**config.mk**
```make
export PLATFORM = sky130hd
export DESIGN_NAME = alu_cmd_driver
export DESIGN_NICKNAME = d
export VERILOG_FILES = /design/src/rtl/alu_pkg.sv /design/src/rtl/alu_cmd_driver_alu_ref_model.sv /design/src/rtl/alu_cmd_driver.sv
export SDC_FILE = /design/constraint.sdc
export NUM_CORES = 1
export LEC_CHECK = 0
export ABC_CLOCK_PERIOD_IN_PS = 5690
export CAP_MARGIN = 20
export CORE_AREA = 2 2 126 115
export CTS_CLUSTER_DIAMETER = 40
export DETAILED_ROUTE_END_ITERATION = 16
export DIE_AREA = 0 0 128 117
export GPL_ROUTABILITY_DRIVEN = 1
export GPL_TIMING_DRIVEN = 1
export HOLD_SLACK_MARGIN = 0.06
export PLACE_DENSITY_LB_ADDON = 0.25
export SYNTH_ARGS = -nofsm -noshare
export SYNTH_HDL_FRONTEND = slang
export SYNTH_SLANG_ARGS = --single-unit
```
**constraint.sdc**
```tcl
create_clock -name clk -period 5.69 [get_ports clk]
set_input_delay 0.8535 -clock clk [delete_from_list [all_inputs] [get_ports clk]]
set_output_delay 0.8535 -clock clk [all_outputs]
set_load 0.1 [all_outputs]
```
**src/rtl/alu_pkg.sv**
```systemverilog
// Shared definitions for the ALU command driver: opcode map, FSM encoding, default width.
package alu_pkg;

    localparam int DEF_WIDTH = 32;

    localparam logic [2:0] OP_AND = 3'b000;
    localparam logic [2:0] OP_OR  = 3'b001;
    localparam logic [2:0] OP_ADD = 3'b010;
    localparam logic [2:0] OP_XOR = 3'b011;
    localparam logic [2:0] OP_NOR = 3'b100;
    localparam logic [2:0] OP_SRL = 3'b101;
    localparam logic [2:0] OP_SUB = 3'b110;
    localparam logic [2:0] OP_SLT = 3'b111;

    typedef enum logic [1:0] {
        IDLE        = 2'd0,
        SETTLE_WAIT = 2'd1,
        RESP        = 2'd2
    } state_t;

endpackage

```
**src/rtl/alu_cmd_driver_alu_ref_model.sv**
```systemverilog
// Combinational reference ALU used to cross-check the external ALU's result.
module alu_ref_model
    import alu_pkg::*;
#(
    parameter int WIDTH = DEF_WIDTH
) (
    input  logic [WIDTH-1:0] a,
    input  logic [WIDTH-1:0] b,
    input  logic [2:0]       op,
    output logic [WIDTH-1:0] exp_res
);

    always_comb begin
        exp_res = '0;
        case (op)
            OP_AND:  exp_res = a & b;
            OP_OR:   exp_res = a | b;
            OP_ADD:  exp_res = a + b;
            OP_XOR:  exp_res = a ^ b;
            OP_NOR:  exp_res = ~(a | b);
            OP_SRL:  exp_res = a >> b[4:0];
            OP_SUB:  exp_res = a - b;
            OP_SLT:  exp_res = {{(WIDTH-1){1'b0}}, ($signed(a) < $signed(b))};
            default: exp_res = '0;
        endcase
    end

endmodule

```
**src/rtl/alu_cmd_driver.sv**
```systemverilog
// Drives a combinational ALU from a valid/ready command channel and returns its outputs.
// Optional reference-model cross-check enabled by ALU_SELFCHECK_EN.
//   state       | meaning
//   IDLE        | ready for a command, ALU inputs hold the last operands
//   SETTLE_WAIT | ALU inputs driven, waiting for outputs to settle
//   RESP        | captured response presented until consumer takes it
module alu_cmd_driver
    import alu_pkg::*;
#(
    parameter int WIDTH  = DEF_WIDTH,
    parameter int SETTLE = 1,
    parameter int CNT_W  = 16
) (
    input  logic             clk,
    input  logic             rst,
    input  logic             cmd_valid,
    output logic             cmd_ready,
    input  logic [WIDTH-1:0] cmd_a,
    input  logic [WIDTH-1:0] cmd_b,
    input  logic [2:0]       cmd_op,
    output logic [WIDTH-1:0] A,
    output logic [WIDTH-1:0] B,
    output logic [2:0]       ALU_operation,
    input  logic [WIDTH-1:0] res,
    input  logic             zero,
    input  logic             overflow,
    output logic             rsp_valid,
    input  logic             rsp_ready,
    output logic [WIDTH-1:0] rsp_res,
    output logic             rsp_zero,
    output logic             rsp_ovf,
    output logic [CNT_W-1:0] op_count,
    output logic [CNT_W-1:0] ovf_count
`ifdef ALU_SELFCHECK_EN
    ,
    output logic             mismatch,
    output logic [CNT_W-1:0] err_count
`endif
);

    localparam logic [3:0] SETTLE_CNT = 4'(SETTLE);

    state_t           state_q, state_d;
    logic [3:0]       cnt_q, cnt_d;
    logic [WIDTH-1:0] a_q, a_d, b_q, b_d;
    logic [2:0]       op_q, op_d;
    logic [WIDTH-1:0] rsp_res_q, rsp_res_d;
    logic             rsp_zero_q, rsp_zero_d, rsp_ovf_q, rsp_ovf_d;
    logic             rsp_valid_q, rsp_valid_d;
    logic [CNT_W-1:0] op_count_q, op_count_d, ovf_count_q, ovf_count_d;
    logic             capture, rsp_hs;

    always_comb begin
        state_d     = state_q;
        cnt_d       = cnt_q;
        a_d         = a_q;
        b_d         = b_q;
        op_d        = op_q;
        rsp_res_d   = rsp_res_q;
        rsp_zero_d  = rsp_zero_q;
        rsp_ovf_d   = rsp_ovf_q;
        rsp_valid_d = rsp_valid_q;
        op_count_d  = op_count_q;
        ovf_count_d = ovf_count_q;
        capture     = 1'b0;
        rsp_hs      = 1'b0;
        cmd_ready   = 1'b0;

        case (state_q)
            IDLE: cmd_ready = 1'b1;
            SETTLE_WAIT: begin
                if (cnt_q == '0) begin
                    capture     = 1'b1;
                    rsp_res_d   = res;
                    rsp_zero_d  = zero;
                    rsp_ovf_d   = overflow;
                    rsp_valid_d = 1'b1;
                    state_d     = RESP;
                end else begin
                    cnt_d = cnt_q - 1'b1;
                end
            end
            RESP: begin
                cmd_ready = rsp_ready;
                if (rsp_ready) begin
                    rsp_hs      = 1'b1;
                    rsp_valid_d = 1'b0;
                    state_d     = IDLE;
                    if (op_count_q != '1) op_count_d = op_count_q + 1'b1;
                    if (rsp_ovf_q && (ovf_count_q != '1)) ovf_count_d = ovf_count_q + 1'b1;
                end
            end
            default: state_d = IDLE;
        endcase

        // Accept path is shared by IDLE and the back-to-back case in RESP.
        if (cmd_valid && cmd_ready) begin
            a_d     = cmd_a;
            b_d     = cmd_b;
            op_d    = cmd_op;
            cnt_d   = SETTLE_CNT;
            state_d = SETTLE_WAIT;
        end
    end

    always_ff @(posedge clk or posedge rst) begin
        if (rst) begin
            state_q     <= IDLE;
            cnt_q       <= '0;
            a_q         <= '0;
            b_q         <= '0;
            op_q        <= '0;
            rsp_res_q   <= '0;
            rsp_zero_q  <= 1'b0;
            rsp_ovf_q   <= 1'b0;
            rsp_valid_q <= 1'b0;
            op_count_q  <= '0;
            ovf_count_q <= '0;
        end else begin
            state_q     <= state_d;
            cnt_q       <= cnt_d;
            a_q         <= a_d;
            b_q         <= b_d;
            op_q        <= op_d;
            rsp_res_q   <= rsp_res_d;
            rsp_zero_q  <= rsp_zero_d;
            rsp_ovf_q   <= rsp_ovf_d;
            rsp_valid_q <= rsp_valid_d;
            op_count_q  <= op_count_d;
            ovf_count_q <= ovf_count_d;
        end
    end

    assign A             = a_q;
    assign B             = b_q;
    assign ALU_operation = op_q;
    assign rsp_valid     = rsp_valid_q;
    assign rsp_res       = rsp_res_q;
    assign rsp_zero      = rsp_zero_q;
    assign rsp_ovf       = rsp_ovf_q;
    assign op_count      = op_count_q;
    assign ovf_count     = ovf_count_q;

`ifdef ALU_SELFCHECK_EN
    logic [WIDTH-1:0] exp_res;
    logic             mismatch_q, mismatch_d;
    logic [CNT_W-1:0] err_count_q, err_count_d;

    alu_ref_model #(.WIDTH(WIDTH)) u_ref (
        .a       (a_q),
        .b       (b_q),
        .op      (op_q),
        .exp_res (exp_res)
    );

    always_comb begin
        mismatch_d  = mismatch_q;
        err_count_d = err_count_q;
        if (capture) mismatch_d = (res != exp_res) || (zero != (res == '0));
        if (rsp_hs && mismatch_q && (err_count_q != '1)) err_count_d = err_count_q + 1'b1;
    end

    always_ff @(posedge clk or posedge rst) begin
        if (rst) begin
            mismatch_q  <= 1'b0;
            err_count_q <= '0;
        end else begin
            mismatch_q  <= mismatch_d;
            err_count_q <= err_count_d;
        end
    end

    assign mismatch  = rsp_valid_q & mismatch_q;
    assign err_count = err_count_q;
`endif

endmodule

```
==> flow_summary.yaml, run 1 <==
status:
  outcome: "completed"
clock_tree:
  clock_latency_ns: 0.42
  cts_buffers: 17
  clockBufferDepth: 2
  cts.htree.levels: 4
  cts_tree: "yes"
  cts_hold_buf: 0
  postCtsResizedCells: 0
  postCtsSetupRepairBufs: 0
  path_clk_slew_ns: 0.06
  root_buffer: "clkbuf_16"
  clkSinkCount: 140
global_routing:
  overflow: 0
  groute.usage.overall: 0.192
  grt_max_degree: 101
  grt_pass1_vias: 4307
  antenna_found_initial: 0
  grt_pass1_wl_um: 22100
synthesis:
  synth.area.top_cells: "dfrtp_1 61%, mux2_2 15%, mux2_4 7.3%"
  synth_ff_type: "dfrtp_1"
  yosysMostFrequentCell: "dfrtp_1"
  synth_top_cell_by_area: "dfrtp_1"
  syn_area_um2: 5770
  netlist_instances: 391
  async_reset_ff_frac: 1.00
  syn_avg_cell_area_um2: 14.8
  synth_edf_count: 0
  ys_types: 37
  syn_nets: 499
  yosysSeqAreaShare: 0.607
  yosys_register_bits: 140
  yosys_warnings: 0
  synth_common_cells: "140 x dfrtp_1, 75 x mux2_2, 28 x mux2_4, 27 x xor2_1, 16 x nand2_1"
  yosysTopAreaCellShare: 0.607
routing:
  drt-pass1-iter-count: 4
  drt_iter0_drc: 202
  drc_errors: 0
  viasPerCell: 4.96
  wire_per_inst_um: 17.4
  vias: 4064
  routed_wl_um: 14200
  antenna_left: 0
cells_and_area:
  area_delta_synth_final_pct: 54.4
  antenna_cells: 0
  multi_input_area_um2: 2150
  nets: 744
  seqCellArea_um2: 3500
  fillCellCount: 1046
  layout-drive-gt1-share: 0.224
  finalInstanceArea_um2: 8910
worst_setup_path:
  cp-start-kind: "input pin"
  cp_top_family: "buffers and inverters"
  crit_fanout: 4
  path_class: "input pin to primary output"
  crit_buf_inv: 3
  arrival_ns: 2.80
  crit_slowest_cell: "clkdlybuf4s50_1"
  required_ns: 4.84
  critPathMaxStageDelay_ns: 1.17
  cp_common_cell: "clkdlybuf4s50_1"
  path_cells: "clkdlybuf4s50_1 > inv_1 > a21oi_1 > clkdlybuf4s50_1"
  cp-end-kind: "primary output"
placement:
  pre_cts_slack_ns: 2.03
  port_buffers: 239
  dpl_cell_area_um2: 8300
  hpwl_um: 10100
  gp_congestion: 0.816
timing:
  period_share: 0.643
  hold_viol_final: 0
  relSlewSlack: 0.284
  worst_slew_pin_slew_ns: 1.07
  fmax_mhz: 273
  finalSetupTns_ns: 0
  timing.final.crit_period_ns: 3.66
  setup_viol: 0
  rsz0062_at_grt: "false"
  drv_slew: 0
  fin_ws_ns: 2.03
  skew_ns: 0.00591
floorplan:
  fp-row-count: 41
  initial_core_util: 0.420
  die_h_um: 117
  die_width_um: 128
  core_area_um2: 13700
  die-area_um2: 15000
  ios: 240
flow_run:
  maxCapViolations: 0
hold_path:
  hp-class: "flop to flop"
==> sequential cells by signal, summed over array words and instances (netlist names), 2 cells and up <==
register       flops
A                 32
ALU_operation      3
B                 32
cnt_q              4
op_count          16
ovf_count         16
rsp_res           32
state_q            2
==> per-layer routing <==
layer  global-route usage  vias up  routed length (um)
met5                    0        -                   0
met4               0.0777        0                 300
met3               0.0691       21                1020
met2                0.318      152                7140
met1                0.232     2012                5790
li1                     -     1879                   -
==> logic make-up after synthesis <==
kind of cell             Yosys count  synth area share
AO/OA/AOI/OAI                      5           0.00564
XOR/XNOR                          33            0.0501
flip-flops                       140             0.607
multiplexers                     103             0.219
AND/OR/NAND/NOR                   87            0.0911
buffers and inverters             20            0.0204
adder cells (fa/ha/maj)            3           0.00651
==> area by class of cell <==
type | instances | share of cell area
Sequential cell | 140 | 0.393
Inverter | 5 | 0.00267
Tap cell | 172 | 0.0242
Clock buffer | 20 | 0.0524
Timing Repair Buffer | 241 | 0.270
Multi-Input combinational cell | 231 | 0.241
Clock inverter | 11 | 0.0160
==> path summary, 6_finish.rpt <==
kind / cells after the start / to / slack, ns / start
hold reg to reg: 1 / ovf_count[7]$_DFFE_PP0P_ / 0.49 / ovf_count[7]$_DFFE_PP0P_
setup / recovery: 4 / cmd_ready / 2.03 / rsp_ready
max in group asynchronous: 3 / op_count[5]$_DFFE_PP0P_ / 3.58 / rst
hold / removal: 1 / ovf_count[7]$_DFFE_PP0P_ / 0.49 / ovf_count[7]$_DFFE_PP0P_
min in group asynchronous: 2 / rsp_res[27]$_DFFE_PP0P_ / 1.01 / rst
setup reg to reg: 4 / A[16]$_DFFE_PP0P_ / 3.16 / state_q[1]$_DFFE_PP0P_
==> through the flow <==
| stage | hold slack, ns | util | instances |
|---|---|---|---|
| detailed placement | 0.486 | 0.604 | 789 |
| global placement | 0.462 | 0.604 | 789 |
| finish | 0.486 | 0.648 | 820 |
| global route | 0.509 | 0.648 | 820 |
| CTS | 0.494 | 0.648 | 820 |
| floorplan | 0.500 | - | 391 |
==> layout by cell type (no fill, tap or decap), drive strengths merged, types with 2 or more instances in the layout <==
| master | n |
|---|---|
| bufinv | 3 |
| xor2 | 27 |
| and4 | 2 |
| clkinv | 3 |
| buf | 2 |
| nand3 | 15 |
| dfrtp | 140 |
| nor2 | 8 |
| xnor2 | 6 |
| clkdlybuf4s50 | 239 |
| nor4 | 8 |
| nor3b | 2 |
| nand2b | 2 |
| nand4 | 9 |
| or2 | 2 |
| nor4b | 3 |
| nor3 | 10 |
| clkbuf | 20 |
| and3 | 2 |
| or4 | 2 |
| mux2 | 103 |
| inv | 5 |
| nand2 | 16 |
| a21oi | 2 |
| ha | 3 |
| clkinvlp | 5 |
Power of run 1 is left out: the tool's default activity adds up to more than one toggle a clock period on the data nets, which glitch-free logic cannot reach.
==> run 2: changes to the inputs <==
Settings changed: ABC_CLOCK_PERIOD_IN_PS 5690 to 3000, CORE_AREA 2 2 126 115 to 2 2 132 121, DIE_AREA 0 0 128 117 to 0 0 134 123.
Clock period 5.69 ns to 3 ns, I/O delays scaled along.
==> flow_summary.yaml, run 2 (synthesis results as in run 1) <==
flow_run:
  maxCapViolations: 0
clock_tree:
  clkSinkCount: 140
  path_clk_slew_ns: 0.06
  clockBufferDepth: 2
  cts.htree.levels: 4
  cts_tree: "yes"
  cts_hold_buf: 0
  postCtsSetupRepairBufs: 0
  postCtsResizedCells: 0
  root_buffer: "clkbuf_16"
  cts_buffers: 17
  clock_latency_ns: 0.41
global_routing:
  groute.usage.overall: 0.161
  grt_pass1_wl_um: 20600
  overflow: 0
  antenna_found_initial: 0
  grt_max_degree: 87
  grt_pass1_vias: 3923
routing:
  maxUsedRoutingLayer: "met4"
  viasPerCell: 4.72
  antenna_left: 0
  dr_wl_met3_um: 1090
  routed_wl_um: 13500
  wire_per_inst_um: 15.8
  vias: 4020
  drt-pass1-iter-count: 5
  wl_met1_um: 6180
  wl_met2_um: 6020
  drt_iter0_drc: 104
  drc_errors: 0
cells_and_area:
  area_delta_synth_final_pct: 50.5
  mostFrequentLayoutCell: "dfrtp_1"
  nets: 746
  finalInstanceArea_um2: 8680
  antenna_cells: 0
  layout-drive-gt1-share: 0.432
  final_cell_mix: "140 x dfrtp_1, 137 x buf_4, 104 x clkdlybuf4s50_1, 75 x mux2_2, 28 x mux2_4"
  instances_no_fill: 852
timing:
  fmax_mhz: 472
  timing.final.crit_period_ns: 2.12
  hold_viol_final: 0
  fin_ws_ns: 0.883
  setup_viol: 0
  relSlewSlack: 0.545
  skew_ns: 0.00523
  finalSetupTns_ns: 0
  drv_slew: 0
  rsz0062_at_grt: "false"
  period_share: 0.706
  worst_slew_pin_slew_ns: 0.682
floorplan:
  ios: 240
  core_area_um2: 15100
  initial_core_util: 0.382
  fp-row-count: 43
  die_width_um: 134
  die_h_um: 123
  die-area_um2: 16500
placement:
  gp_congestion: 0.791
  dp_cells: 821
  pre_cts_slack_ns: 0.713
  hpwl_um: 9610
  dpl_cell_area_um2: 8040
  port_buffers: 239
worst_setup_path:
  required_ns: 3.29
  cp-start-kind: "flop"
  cp-end-kind: "flop"
  reg2reg_slack_ns: 0.88
  crit_fanout: 36
  path_class: "flop to flop"
  arrival_ns: 2.41
hold_path:
  hp-class: "flop to flop"
status:
  outcome: "completed"
==> run 2: cell count changes in the layout (fill, tap and decap cells not counted) <==
cell	delta
a21oi_1	-1
a21oi_2	+1
buf_12	+2
buf_4	+135
bufinv_16	+2
clkbuf_1	+2
clkbuf_8	-2
clkdlybuf4s50_1	-135
clkinv_2	-1
clkinv_4	+2
clkinvlp_4	-2
inv_6	-1
==> run 2: routing by layer <==
| layer | GRT usage | up-vias |
|---|---|---|
| li1 | - | 1886 |
| met1 | 0.221 | 1939 |
| met2 | 0.240 | 178 |
| met3 | 0.0496 | 17 |
| met4 | 0.0638 | 0 |
| met5 | 0 | - |
==> run 2: per-stage QoR <==
step / utilization / hold slack [ns]
final: 0.574 / 0.489
after global routing: 0.574 / 0.511
after CTS: 0.574 / 0.493
after detailed placement: 0.532 / 0.472
after global placement: 0.532 / 0.474
after floorplan: - / 0.500
==> run 2: final timing paths <==
check,start,end,cells past startpoint
worst min-delay path,rsp_valid$_DFFE_PP0P_,rsp_valid$_DFFE_PP0P_,2
worst min register to register,rsp_valid$_DFFE_PP0P_,rsp_valid$_DFFE_PP0P_,2
worst max register to register,cnt_q[0]$_DFFE_PP0P_,rsp_res[5]$_DFFE_PP0P_,5
min in group asynchronous,rst,A[6]$_DFFE_PP0P_,3
max in group asynchronous,rst,ovf_count[3]$_DFFE_PP0P_,3
worst max-delay path,cnt_q[0]$_DFFE_PP0P_,rsp_res[5]$_DFFE_PP0P_,5
==> run 2: critical path, cell delays in order, from the launching register on <==
cell and delay, ns:
dfrtp_1 0.37, inv_1 0.09, ha_1 0.17, or3b_1 0.44
nand2b_4 0.46, mux2_4 0.43
==> run 2: final cells by class <==
type | count | area, um2
timing repair buffer | 243 | 2110
fill | 1238 | 6440
tap | 202 | 253
inverter | 5 | 22.5
multi-input combinational | 231 | 2150
sequential | 140 | 3500
clock inverter | 11 | 193
clock buffer | 20 | 447
Power of run 2 is left out for the same reason.
